`src/rtl/sejf_pkg.sv`:
```
// Shared constants for the safe-dial logic: dial geometry, combination digits and the
// quadrature phase order, plus a helper that classifies a transition between two phases.
package sejf_pkg;

    localparam int DIAL_MAX   = 40;
    localparam int COMBO0     = 10;
    localparam int COMBO1     = 25;
    localparam int COMBO2     = 3;
    localparam int DEB_CYCLES = 16;

    // Clockwise order of the {a,b} pair; walking it backwards is a down step.
    localparam logic [1:0] QUAD_UP_SEQ0 = 2'b00;
    localparam logic [1:0] QUAD_UP_SEQ1 = 2'b01;
    localparam logic [1:0] QUAD_UP_SEQ2 = 2'b11;
    localparam logic [1:0] QUAD_UP_SEQ3 = 2'b10;

    typedef enum logic [1:0] {
        STEP_NONE,
        STEP_UP,
        STEP_DOWN,
        STEP_ERR
    } step_e;

    function automatic logic [1:0] quad_phase(input logic [1:0] ab);
        logic [1:0] ph;
        ph = 2'd0;
        case (ab)
            QUAD_UP_SEQ0: ph = 2'd0;
            QUAD_UP_SEQ1: ph = 2'd1;
            QUAD_UP_SEQ2: ph = 2'd2;
            QUAD_UP_SEQ3: ph = 2'd3;
            default:      ph = 2'd0;
        endcase
        return ph;
    endfunction

    function automatic step_e quad_step(input logic [1:0] prev_ab, input logic [1:0] cur_ab);
        logic [1:0] prev_next;
        logic [1:0] cur_next;
        step_e      st;
        prev_next = quad_phase(prev_ab) + 2'd1;
        cur_next  = quad_phase(cur_ab) + 2'd1;
        if (prev_ab == cur_ab) begin
            st = STEP_NONE;
        end else if (quad_phase(cur_ab) == prev_next) begin
            st = STEP_UP;
        end else if (quad_phase(prev_ab) == cur_next) begin
            st = STEP_DOWN;
        end else begin
            st = STEP_ERR;
        end
        return st;
    endfunction

endpackage

```
`src/rtl/dial_tracker_debounce.sv`:
```
// One quadrature channel: two-flop synchronizer followed by a stable-level filter that
// only accepts a new level after it has persisted for DEB_CYCLES consecutive cycles.
module debounce #(
    parameter int DEB_CYCLES = sejf_pkg::DEB_CYCLES
) (
    input  logic clk,
    input  logic rst,
    input  logic raw_i,
    output logic level_o
);
    localparam int CW = $clog2(DEB_CYCLES + 1);

    logic          sync1_q;
    logic          sync2_q;
    logic          level_q;
    logic          level_d;
    logic [CW-1:0] cnt_q;
    logic [CW-1:0] cnt_d;

    // Any cycle where the input agrees with the held level restarts the count.
    always_comb begin
        level_d = level_q;
        cnt_d   = '0;
        if (sync2_q != level_q) begin
            if (cnt_q == CW'(DEB_CYCLES - 1)) begin
                level_d = sync2_q;
            end else begin
                cnt_d = cnt_q + 1'b1;
            end
        end
    end

    always_ff @(posedge clk) begin
        if (rst) begin
            sync1_q <= 1'b0;
            sync2_q <= 1'b0;
            level_q <= 1'b0;
            cnt_q   <= '0;
        end else begin
            sync1_q <= raw_i;
            sync2_q <= sync1_q;
            level_q <= level_d;
            cnt_q   <= cnt_d;
        end
    end

    assign level_o = level_q;

endmodule

```
`src/rtl/dial_tracker.sv`:
```
// Safe dial tracker: debounces the quadrature pair, decodes steps into a wrapping
// position with direction-change detection, and compares the position to a combo digit.
module dial_tracker #(
    parameter int DIAL_MAX   = sejf_pkg::DIAL_MAX,
    parameter int DEB_CYCLES = sejf_pkg::DEB_CYCLES,
    parameter int COMBO0     = sejf_pkg::COMBO0,
    parameter int COMBO1     = sejf_pkg::COMBO1,
    parameter int COMBO2     = sejf_pkg::COMBO2
) (
    input  logic       clk,
    input  logic       rst,
    input  logic       qa,
    input  logic       qb,
    input  logic       clrCount,
    input  logic [1:0] sel,
    output logic [5:0] pos,
    output logic       cnten,
    output logic       up,
    output logic       dirch,
    output logic       eq,
    output logic       qerr
);
    import sejf_pkg::*;

    localparam logic [5:0] POS_LAST = 6'(DIAL_MAX - 1);
    localparam logic [5:0] DIGIT0   = 6'(COMBO0);
    localparam logic [5:0] DIGIT1   = 6'(COMBO1);
    localparam logic [5:0] DIGIT2   = 6'(COMBO2);

    logic [1:0] raw_pair;
    logic [1:0] deb_pair;
    logic [1:0] prev_q;
    logic [5:0] pos_q,     pos_d;
    logic       up_q,      up_d;
    logic       has_dir_q, has_dir_d;
    logic       cnten_q,   cnten_d;
    logic       dirch_q,   dirch_d;
    logic       qerr_q,    qerr_d;
    step_e      step;

    assign raw_pair = {qa, qb};

    generate
        for (genvar gi = 0; gi < 2; gi++) begin : g_chan
            debounce #(.DEB_CYCLES(DEB_CYCLES)) u_deb (
                .clk    (clk),
                .rst    (rst),
                .raw_i  (raw_pair[gi]),
                .level_o(deb_pair[gi])
            );
        end
    endgenerate

    assign step = quad_step(prev_q, deb_pair);

    // Clear wins over any step decoded in the same cycle; the pair history still advances.
    always_comb begin
        pos_d     = pos_q;
        up_d      = up_q;
        has_dir_d = has_dir_q;
        cnten_d   = 1'b0;
        dirch_d   = 1'b0;
        qerr_d    = 1'b0;
        if (clrCount) begin
            pos_d     = '0;
            up_d      = 1'b0;
            has_dir_d = 1'b0;
        end else begin
            unique case (step)
                STEP_UP: begin
                    pos_d     = (pos_q == POS_LAST) ? 6'd0 : pos_q + 6'd1;
                    up_d      = 1'b1;
                    has_dir_d = 1'b1;
                    cnten_d   = 1'b1;
                    dirch_d   = has_dir_q & ~up_q;
                end
                STEP_DOWN: begin
                    pos_d     = (pos_q == 6'd0) ? POS_LAST : pos_q - 6'd1;
                    up_d      = 1'b0;
                    has_dir_d = 1'b1;
                    cnten_d   = 1'b1;
                    dirch_d   = has_dir_q & up_q;
                end
                STEP_ERR:  qerr_d = 1'b1;
                default:   ;
            endcase
        end
    end

    always_ff @(posedge clk) begin
        if (rst) begin
            prev_q    <= 2'b00;
            pos_q     <= '0;
            up_q      <= 1'b0;
            has_dir_q <= 1'b0;
            cnten_q   <= 1'b0;
            dirch_q   <= 1'b0;
            qerr_q    <= 1'b0;
        end else begin
            prev_q    <= deb_pair;
            pos_q     <= pos_d;
            up_q      <= up_d;
            has_dir_q <= has_dir_d;
            cnten_q   <= cnten_d;
            dirch_q   <= dirch_d;
            qerr_q    <= qerr_d;
        end
    end

    always_comb begin
        eq = 1'b0;
        case (sel)
            2'd0:    eq = (pos_q == DIGIT0);
            2'd1:    eq = (pos_q == DIGIT1);
            2'd2:    eq = (pos_q == DIGIT2);
            default: eq = 1'b0;
        endcase
    end

    assign pos   = pos_q;
    assign up    = up_q;
    assign cnten = cnten_q;
    assign dirch = dirch_q;
    assign qerr  = qerr_q;

endmodule

```
`config.mk`:
```
export PLATFORM = sky130hd
export DESIGN_NAME = dial_tracker
export DESIGN_NICKNAME = d
export VERILOG_FILES = /design/src/rtl/sejf_pkg.sv /design/src/rtl/dial_tracker_debounce.sv /design/src/rtl/dial_tracker.sv
export SDC_FILE = /design/constraint.sdc
export NUM_CORES = 1
export LEC_CHECK = 0
export ABC_AREA = 1
export BUFFER_PORTS_ARGS = -buffer_cell sky130_fd_sc_hd__buf_2
export CORE_ASPECT_RATIO = 1.4
export CORE_MARGIN = 4
export CORE_UTILIZATION = 45
export CTS_CLUSTER_SIZE = 8
export DETAILED_ROUTE_END_ITERATION = 10
export GPL_TIMING_DRIVEN = 0
export PLACE_DENSITY = 0.67
export SLEW_MARGIN = 20
export SYNTH_ARGS = -nofsm -noshare
export SYNTH_HDL_FRONTEND = slang
export SYNTH_SLANG_ARGS = --single-unit
```
`constraint.sdc`:
```
create_clock -name clk -period 4.3 [get_ports clk]
set_clock_uncertainty 0.15 [all_clocks]
set_input_delay 0.215 -clock clk [delete_from_list [all_inputs] [get_ports clk]]
set_output_delay 0.215 -clock clk [all_outputs]
set_load 0.005 [all_outputs]
```
==> results of run 1 <==
-- layout by cell type, fill, tap and decap left out, types with 2 or more instances in the layout --
cell	n
clkbuf_8	6
nor2_2	5
xnor2_1	3
nand2_2	2
dfxtp_1	29
nor3b_2	2
xor2_1	8
nand2_1	20
buf_6	2
nor3_1	2
a21oi_1	7
inv_1	27
o22ai_1	3
buf_2	18
nor2_1	31
o211ai_1	2
ha_1	18
dlygate4sd3_1	2
nand3_1	8
nand4_1	4
nand3_2	3
inv_2	5
o21bai_1	2
o21ai_1	3
o21ai_0	6
nor2_4	3
-- area by class of cell --
class / instances / share of cell area
plain buffers: 4 / 0.0171
clock buffers: 7 / 0.0453
clock inverters: 1 / 0.0158
inverters: 33 / 0.0663
multi-input cells: 138 / 0.472
flip-flops and latches: 29 / 0.305
well taps: 40 / 0.0263
repair buffers: 18 / 0.0525
-- repair_timing --
item / in CTS / in global routing
setup endpoints to repair: 0 / 0
hold endpoints to repair: 2 / 0
hold buffers: 2 / 0
buffers inserted: 0 / 0
-- synthesized netlist by cell type, types with 3 or more instances --
master	instances
nor2_1	31
dfxtp_1	29
inv_1	27
nand2_1	20
ha_1	18
nand3_1	8
xor2_1	8
a21oi_1	7
o21ai_0	6
inv_2	5
nor2_2	5
nand4_1	4
nand3_2	3
nor2_4	3
o21ai_1	3
o22ai_1	3
xnor2_1	3
-- worst max-delay path, cell delays in order, from the launching register on --
cell	delay [ps]
dfxtp_1	430
inv_1	110
ha_1	300
xor2_1	170
o21ai_1	210
ha_1	310
inv_1	230
nand2_1	170
a211oi_1	220
-- flip-flops by register name, indices dropped and copies added (netlist names) --
register              flops
g_chan.u_deb.cnt_q       10
pos                       6
g_chan.u_deb.level_o      2
g_chan.u_deb.sync1_q      2
g_chan.u_deb.sync2_q      2
prev_q                    2
cnten                     1
dirch                     1
has_dir_q                 1
qerr                      1
up                        1
-- cells by family (layout without fill, tap and decap cells) --
group / after synthesis / count (layout) / synth area share
and+or+nand+nor: 84 / 84 / 0.264
buffers and inverters: 37 / 63 / 0.0970
DFF: 29 / 29 / 0.354
AOI/OAI and AO/OA: 25 / 25 / 0.0885
adders and majority gates: 18 / 18 / 0.137
xor gates and xnor gates: 11 / 11 / 0.0588
-- routing by layer --
layer | vias to the layer above | global-route usage | wire length [µm]
met4 | 0 | 0.0726 | 61
met1 | 615 | 0.129 | 1030
met2 | 20 | 0.259 | 1500
met5 | - | 0 | 0
li1 | 698 | - | -
met3 | 7 | 0.0485 | 129
-- where the power goes --
part / internal [mW] / switching (mW) / leakage, nW
combinational: 0.00774 / 0.00997 / 0.575
sequential: 0.271 / 0.00131 / 0.235
clock: 0.189 / 0.0999 / 0.0585
-- path summary, 6_finish.rpt --
path,start,to,cells after the start
min,clrCount,pos[4],4
max reg2reg,g_chan[1].u_deb.level_o,dirch,8
min reg2reg,g_chan[0].u_deb.sync1_q,g_chan[0].u_deb.sync2_q,2
max,g_chan[1].u_deb.level_o,dirch,8
==> flow_summary.ini, run 1 <==
[hold_path]
min-delay-path-class = in2reg

[timing]
drv_slew = 0
timing.final.crit_share = 0.555
setup_slack_ps = 1910
setup_viol = 0
tns_ps = 0
worst_pin_slew_ps = 452
hold_viol_final = 0
hold_ws_ps = 98.6
relSlewSlack = 0.697
rsz0062_at_grt = false
fin_crit_ps = 2390
max_freq_ghz = 0.419

[floorplan]
die_height_um = 79.4
die_x_um = 59.0
rows = 25
initial_core_util = 0.476
die_area_mm2 = 0.00469
ios = 18
core-area_mm2 = 0.00344

[synth]
syn_area_mm2 = 0.00164
synth_top_area_cell = dfxtp_1
synthCells = 204
synth-main-ff-cell = dfxtp_1
yosysSeqAreaShare = 0.354
syn_area_per_cell_um2 = 8.03
synth-edff-count = 0
synth_area_leaders = dfxtp_1, ha_1, nor2_1
yosysWarnings = 0
synth_cell_type_count = 31
synth.top_cell.area_share = 0.354
ys_ff_latch = 29
synthArstFlopShare = 0
syn_nets = 229

[detailed_routing]
wirelength_um = 2720
drc_errors = 0
ant_nets = 0
first_pass_iters = 4
wire_per_inst_um = 10.1
avgViaCountPerCell = 4.96
dr.first_iter.drc_count = 18
via_count = 1340

[worst_setup_path]
reg2reg_setup_slack_ps = 1910
cp-end-kind = register
arrival_ps = 2430
cp_max_fo = 8
crit_required_ps = 4350
startpoint_type = register
criticalPathCategory = reg2reg

[clocking]
cts_buffer_depth = 2
clock_latency_ps = 280
clk_pin_slew_worst_paths_ps = 60
htreeDepth = 2
cts-buffers-inserted = 5
cts_resized = 0
cts-root-buf = clkbuf_8
tritoncts = yes
clock_sinks = 29

[place]
pre_cts_ws_ps = 1900
placed_cells = 260
routabilityCongestion = 0.834
io_buffer_count = 16
placed_cell_area_mm2 = 0.00177
hpwl_um = 2190

[layout]
design_area_mm2 = 0.00191
n_antenna_cell = 0
drive_above_1_share = 0.222
instances_no_fill = 270
post-route-util = 0.554
regArea_um2 = 581
nFillCells = 357
multi_input_area_um2 = 900
nets = 254
area_growth_pct = 16.3

[grt]
grt_pass1_wl_um = 4990
grt_use_total = 0.140
antenna_found_initial = 0
grt_remaining_overflow = 0
first_global_vias = 1288
grt_max_degree = 11

[run]
drv_cap = 0

[power]
power.leakage_nw = 0.868
power_density_mw_per_mm2 = 304
ir_drop_mv = 0.277
finalPower_mw = 0.579

[run_status]
status = completed
(Power assumes the default switching activity.)
==> run 2: changes to the inputs <==
==> constraint.sdc (replaced) <==
create_clock -name clk -period 2.2 [get_ports clk]
set_clock_uncertainty 0.15 [all_clocks]
set_input_delay 0.11 -clock clk [delete_from_list [all_inputs] [get_ports clk]]
set_output_delay 0.11 -clock clk [all_outputs]
set_load 0.005 [all_outputs]
==> run 2 against run 1 <==
  * First-iteration DRC count grew 72%
  * Design area increased by 8.8%
  * Largest cell class unchanged
  * Final cell count is 3.3% higher
  * Die area stayed put
  * Combinational power grew 130%
  * Highest routed layer unchanged
  * Routed wire length rose by 9.1%
==> flow_summary.ini, run 2 (same netlist as run 1, synthesis figures left out) <==
[run_status]
status = completed

[clocking]
tritoncts = yes
cts-buffers-inserted = 5
htreeDepth = 2
cts_buffer_depth = 2
clock_latency_ps = 280
clk_pin_slew_worst_paths_ps = 60
clock_sinks = 29
cts-root-buf = clkbuf_8

[grt]
grt_remaining_overflow = 0
antenna_found_initial = 0
met3_usage = 0.0437
grt_pass1_wl_um = 5160
grt_max_degree = 11
first_global_vias = 1313
grt_use_total = 0.144
met1_usage = 0.139
grt-busiest-layer = met2
grt_use_met2 = 0.267

[worst_setup_path]
r2r-start = g_chan[0].u_deb.level_o
cp-end-kind = register
criticalPathCategory = reg2reg
cp_max_fo = 6
crit_required_ps = 2230
arrival_ps = 2130
reg2reg_setup_slack_ps = 100
rr_worst_depth = 14
r2r_end = pos[5]
startpoint_type = register

[layout]
area_growth_pct = 26.5
post-route-util = 0.603
mostFrequentLayoutCell = nor2_1
largest_register = g_chan.u_deb.cnt_q
nFillCells = 324
largest_reg_flops = 10
drive_above_1_share = 0.301
nets = 263
n_antenna_cell = 0
most-common-layout-cells = nor2_1, dfxtp_1, inv_1, nand2_1, buf_2

[floorplan]
ios = 18
die_height_um = 79.4
die_area_mm2 = 0.00469
initial_core_util = 0.476
rows = 25
core-area_mm2 = 0.00344
die_x_um = 59.0

[detailed_routing]
wire_per_inst_um = 10.6
first_pass_iters = 4
avgViaCountPerCell = 4.90
via_count = 1368
drc_errors = 0
ant_nets = 0
wirelength_um = 2970
dr.first_iter.drc_count = 31

[hold_path]
min-delay-path-class = reg2reg
whs_endpoint = g_chan[0].u_deb.sync2_q
holdCritStartpoint = g_chan[0].u_deb.sync1_q
hold_path_depth = 2

[timing]
hold_viol_final = 0
relSlewSlack = 0.688
drv_slew = 0
setup_viol = 0
fin_crit_ps = 2100
max_freq_ghz = 0.477
timing.final.crit_share = 0.952
worst_pin_slew_ps = 467

[power]
finalPower_mw = 1.14
power_density_mw_per_mm2 = 549
ir_drop_mv = 0.540
power.leakage_nw = 0.919

[place]
io_buffer_count = 16
routabilityCongestion = 0.834
hpwl_um = 2190

[run]
drv_cap = 0
run 2: per-layer routing:
| layer | part of all wire | routed length (µm) | up-vias |
|---|---|---|---|
| li1 | - | - | 716 |
| met2 | 0.56 | 1680 | 18 |
| met1 | 0.37 | 1100 | 627 |
| met3 | 0.043 | 129 | 7 |
| met5 | 0 | 0 | - |
| met4 | 0.020 | 60 | 0 |
run 2: worst max-delay path, stage by stage, from the launching register on:
cell	delay [ps]
dfxtp_4	360
inv_6	80
ha_1	140
nor2_1	40
nor2_1	120
xor2_1	200
buf_4	150
o21ai_4	60
ha_4	300
inv_4	40
buf_4	140
nor2_2	70
nor2_1	50
nand2_1	60
inv_1	30
run 2: timing repair:
action | CTS | global route
endpoints found under the hold margin | 7 | 0
pin swaps | 0 | 6
endpoints found under the setup margin | 9 | 10
hold buffers | 6 | 0
resized for setup | 6 | 19
setup buffers | 3 | 3
run 2: area by class of cell:
class | count | area, µm² | area share
buffer | 3 | 27.5 | 0.0133
clock buffer | 7 | 86.3 | 0.0416
clock inverter | 1 | 30.0 | 0.0145
inverter | 33 | 134 | 0.0646
multi-input combinational | 138 | 971 | 0.468
sequential | 29 | 589 | 0.284
tap | 40 | 50.0 | 0.0241
timing repair buffer | 28 | 185 | 0.0893
run 2: worst max-delay path by stage:
stage                                  startpoint     end  cells past startpoint  slack (ps)
after CTS                 g_chan[0].u_deb.level_o  pos[5]                     16         0.2
after floorplan           g_chan[1].u_deb.level_o   dirch                     11          60
after global routing      g_chan[0].u_deb.level_o  pos[0]                     13         -40
final                     g_chan[0].u_deb.level_o  pos[5]                     14         100
after global placement    g_chan[1].u_deb.level_o   dirch                      8        -210
after detailed placement  g_chan[1].u_deb.level_o   dirch                     11        -200
run 2: through the flow:
step	instances	setup WS [ps]	instance area [µm²]	TNS (ps)	hold slack, ps
floorplan	204	60.4	1640	0	67.0
global placement	260	-213	1770	-819	161
detailed placement	260	-201	1770	-837	167
CTS	277	0.158	1980	0	256
global route	279	-40.6	2070	-122	287
finish	279	105	2070	0	255
run 2: where the power goes:
group	switching, mW	internal [mW]
clock network	0.198	0.369
logic	0.0209	0.0198
registers	0.00263	0.527
==> run 3: changes to the inputs <==
==> constraint.sdc (replaced) <==
create_clock -name clk -period 2.12 [get_ports clk]
set_clock_uncertainty 0.15 [all_clocks]
set_input_delay 0.106 -clock clk [delete_from_list [all_inputs] [get_ports clk]]
set_output_delay 0.106 -clock clk [all_outputs]
set_load 0.005 [all_outputs]
==> run 3 against run 2 <==
  * Via count shrank 1.6%
  * Routed wire length down 1.5%
  * Clock-buffer cell count shrank 1
  * First-iteration DRC count unchanged
  * Die area did not move
  * Non-clock buffer count shrank 4
  * Sequential share of layout area is 0.94 points higher
  * Core utilization is 1.9 points lower
  * Global-route usage fell by 0.16 points
  * Critical path type unchanged
  * Largest cell class unchanged
  * Largest power group is now sequential cells
==> flow_summary.ini, run 3 (same netlist as run 1, synthesis figures left out) <==
[run_status]
status = completed

[floorplan]
die_x_um = 59.0
initial_core_util = 0.476
die_height_um = 79.4
die_area_mm2 = 0.00469
ios = 18
rows = 25
core-area_mm2 = 0.00344

[run]
drv_cap = 0

[worst_setup_path]
cp_num_buf_inv = 4
cp_max_fo = 7
r2r_end = pos[5]
r2r-start = g_chan[0].u_deb.level_o
slowest_delay_ps = 370
crit_path_top_delay_cell = dfxtp_4
startpoint_type = register
arrival_ps = 2000
cp-end-kind = register
crit_required_ps = 2150
criticalPathCategory = reg2reg
crit_family = simple AND/OR/NAND/NOR gates
path_cells = inv_4 -> ha_1 -> nor2_2 -> nor2_4 -> xor2_2 -> nand2_1 -> nand2_1 -> inv_2 -> ha_4 -> inv_4 -> nor2_2 -> nor2_1 -> nand3_1 -> nand2_1 -> inv_1
reg2reg_setup_slack_ps = 150
crit_top_cell = nand2_1
rr_worst_depth = 15

[layout]
largest_register = g_chan.u_deb.cnt_q
instances_no_fill = 275
drive_above_1_share = 0.302
nets = 259
design_area_mm2 = 0.00201
n_antenna_cell = 0
most-common-layout-cells = nor2_1, dfxtp_1, inv_1, nand2_1, buf_2
mostFrequentLayoutCell = nor2_1
largest_reg_flops = 10
area_growth_pct = 22.4

[timing]
fin_crit_ps = 1970
max_freq_ghz = 0.509
rsz0062_at_grt = true
timing.final.crit_share = 0.927
setup_slack_ps = 154
hold_viol_final = 0
relSlewSlack = 0.692
drv_slew = 0
worst_pin_slew_ps = 459
setup_viol = 0

[place]
pre_cts_ws_ps = -255
routabilityCongestion = 0.843
placed_cell_area_mm2 = 0.00177
hpwl_um = 2190
io_buffer_count = 16
placed_cells = 260

[grt]
first_global_vias = 1293
grt_pass1_wl_um = 5110
grt_remaining_overflow = 0
antenna_found_initial = 0
grt_max_degree = 11
grt_use_total = 0.143

[detailed_routing]
avgViaCountPerCell = 4.89
first_pass_iters = 4
wire_per_inst_um = 10.6
wirelength_um = 2920
via_count = 1346
drc_errors = 0
dr.first_iter.drc_count = 31
ant_nets = 0

[clocking]
tritoncts = yes
clock_latency_ps = 280
cts-buffers-inserted = 5
cts_buffer_depth = 2
htreeDepth = 2
clk_pin_slew_worst_paths_ps = 60
clock_sinks = 29
cts-root-buf = clkbuf_8

[power]
power_density_mw_per_mm2 = 503
power.leakage_nw = 0.884
ir_drop_mv = 0.536

[hold_path]
min-delay-path-class = reg2reg
whs_endpoint = g_chan[1].u_deb.sync2_q
hold_path_depth = 2
holdCritStartpoint = g_chan[1].u_deb.sync1_q
[run 3: cell types whose count changed in the layout (fill, tap and decap cells not counted), sizes merged]
| cell | previous run | this run |
|---|---|---|
| bufinv | 1 | 0 |
| clkinv | 0 | 2 |
| clkbuf | 7 | 6 |
| dlygate4sd3 | 6 | 5 |
| buf | 25 | 22 |
[run 3: worst max-delay path by stage]
stage / from / end / depth (start not counted)
final: g_chan[0].u_deb.level_o / pos[5] / 15
after global routing: g_chan[0].u_deb.level_o / pos[5] / 15
after CTS: g_chan[1].u_deb.level_o / dirch / 11
after detailed placement: g_chan[1].u_deb.level_o / dirch / 11
after global placement: g_chan[1].u_deb.level_o / dirch / 8
after floorplan: g_chan[1].u_deb.level_o / pos[5] / 15
[run 3: worst reg2reg max path: cells and delay by family, from the launching register on]
| kind | cells | cell delay [ps] |
|---|---|---|
| AND/OR/NAND/NOR | 8 | 590 |
| adder cells (fa/ha/maj) | 2 | 390 |
| buffers and inverters | 4 | 220 |
| flip-flops | 1 | 370 |
| XOR/XNOR | 1 | 150 |
[run 3: what timing repair did]
action	CTS	global route
hold buffers	5	0
resized for setup	12	14
buffers inserted	1	2
setup endpoints to repair	10	10
pin swaps	3	5
endpoints found under the hold margin	7	0
[run 3: layout make-up]
type	instances	area, µm²
inverter	33	136
multi-input combinational	138	968
clock inverter	2	10.0
clock buffer	6	72.6
buffer	3	27.5
timing repair buffer	24	153
tap	40	50.0
sequential	29	589
fill	338	1430
[run 3: stage by stage]
step	power (mW)	utilization	hold slack, ps	TNS [ps]
final	1.01	0.583	254	0
after global routing	1.06	0.583	266	-12.7
after CTS	1.03	0.566	261	0
after detailed placement	0.598	0.514	165	-1500
after global placement	0.597	0.514	155	-1250
after floorplan	0.586	-	63.0	0
[run 3: per-layer routing]
metal,wire length [µm],share of wire,GRT usage,vias up
met2,1660,0.57,0.282,23
met3,132,0.045,0.0437,7
met5,0,0,0,-
met4,70,0.024,0.0612,0
met1,1060,0.36,0.125,614
li1,-,-,-,702
[run 3: power breakdown]
part	leakage [nW]	internal (mW)	total (mW)	switching (mW)
Sequential	0.237	0.547	0.550	0.00276
Clock	0.0450	0.226	0.420	0.193
Combinational	0.602	0.0192	0.0406	0.0214
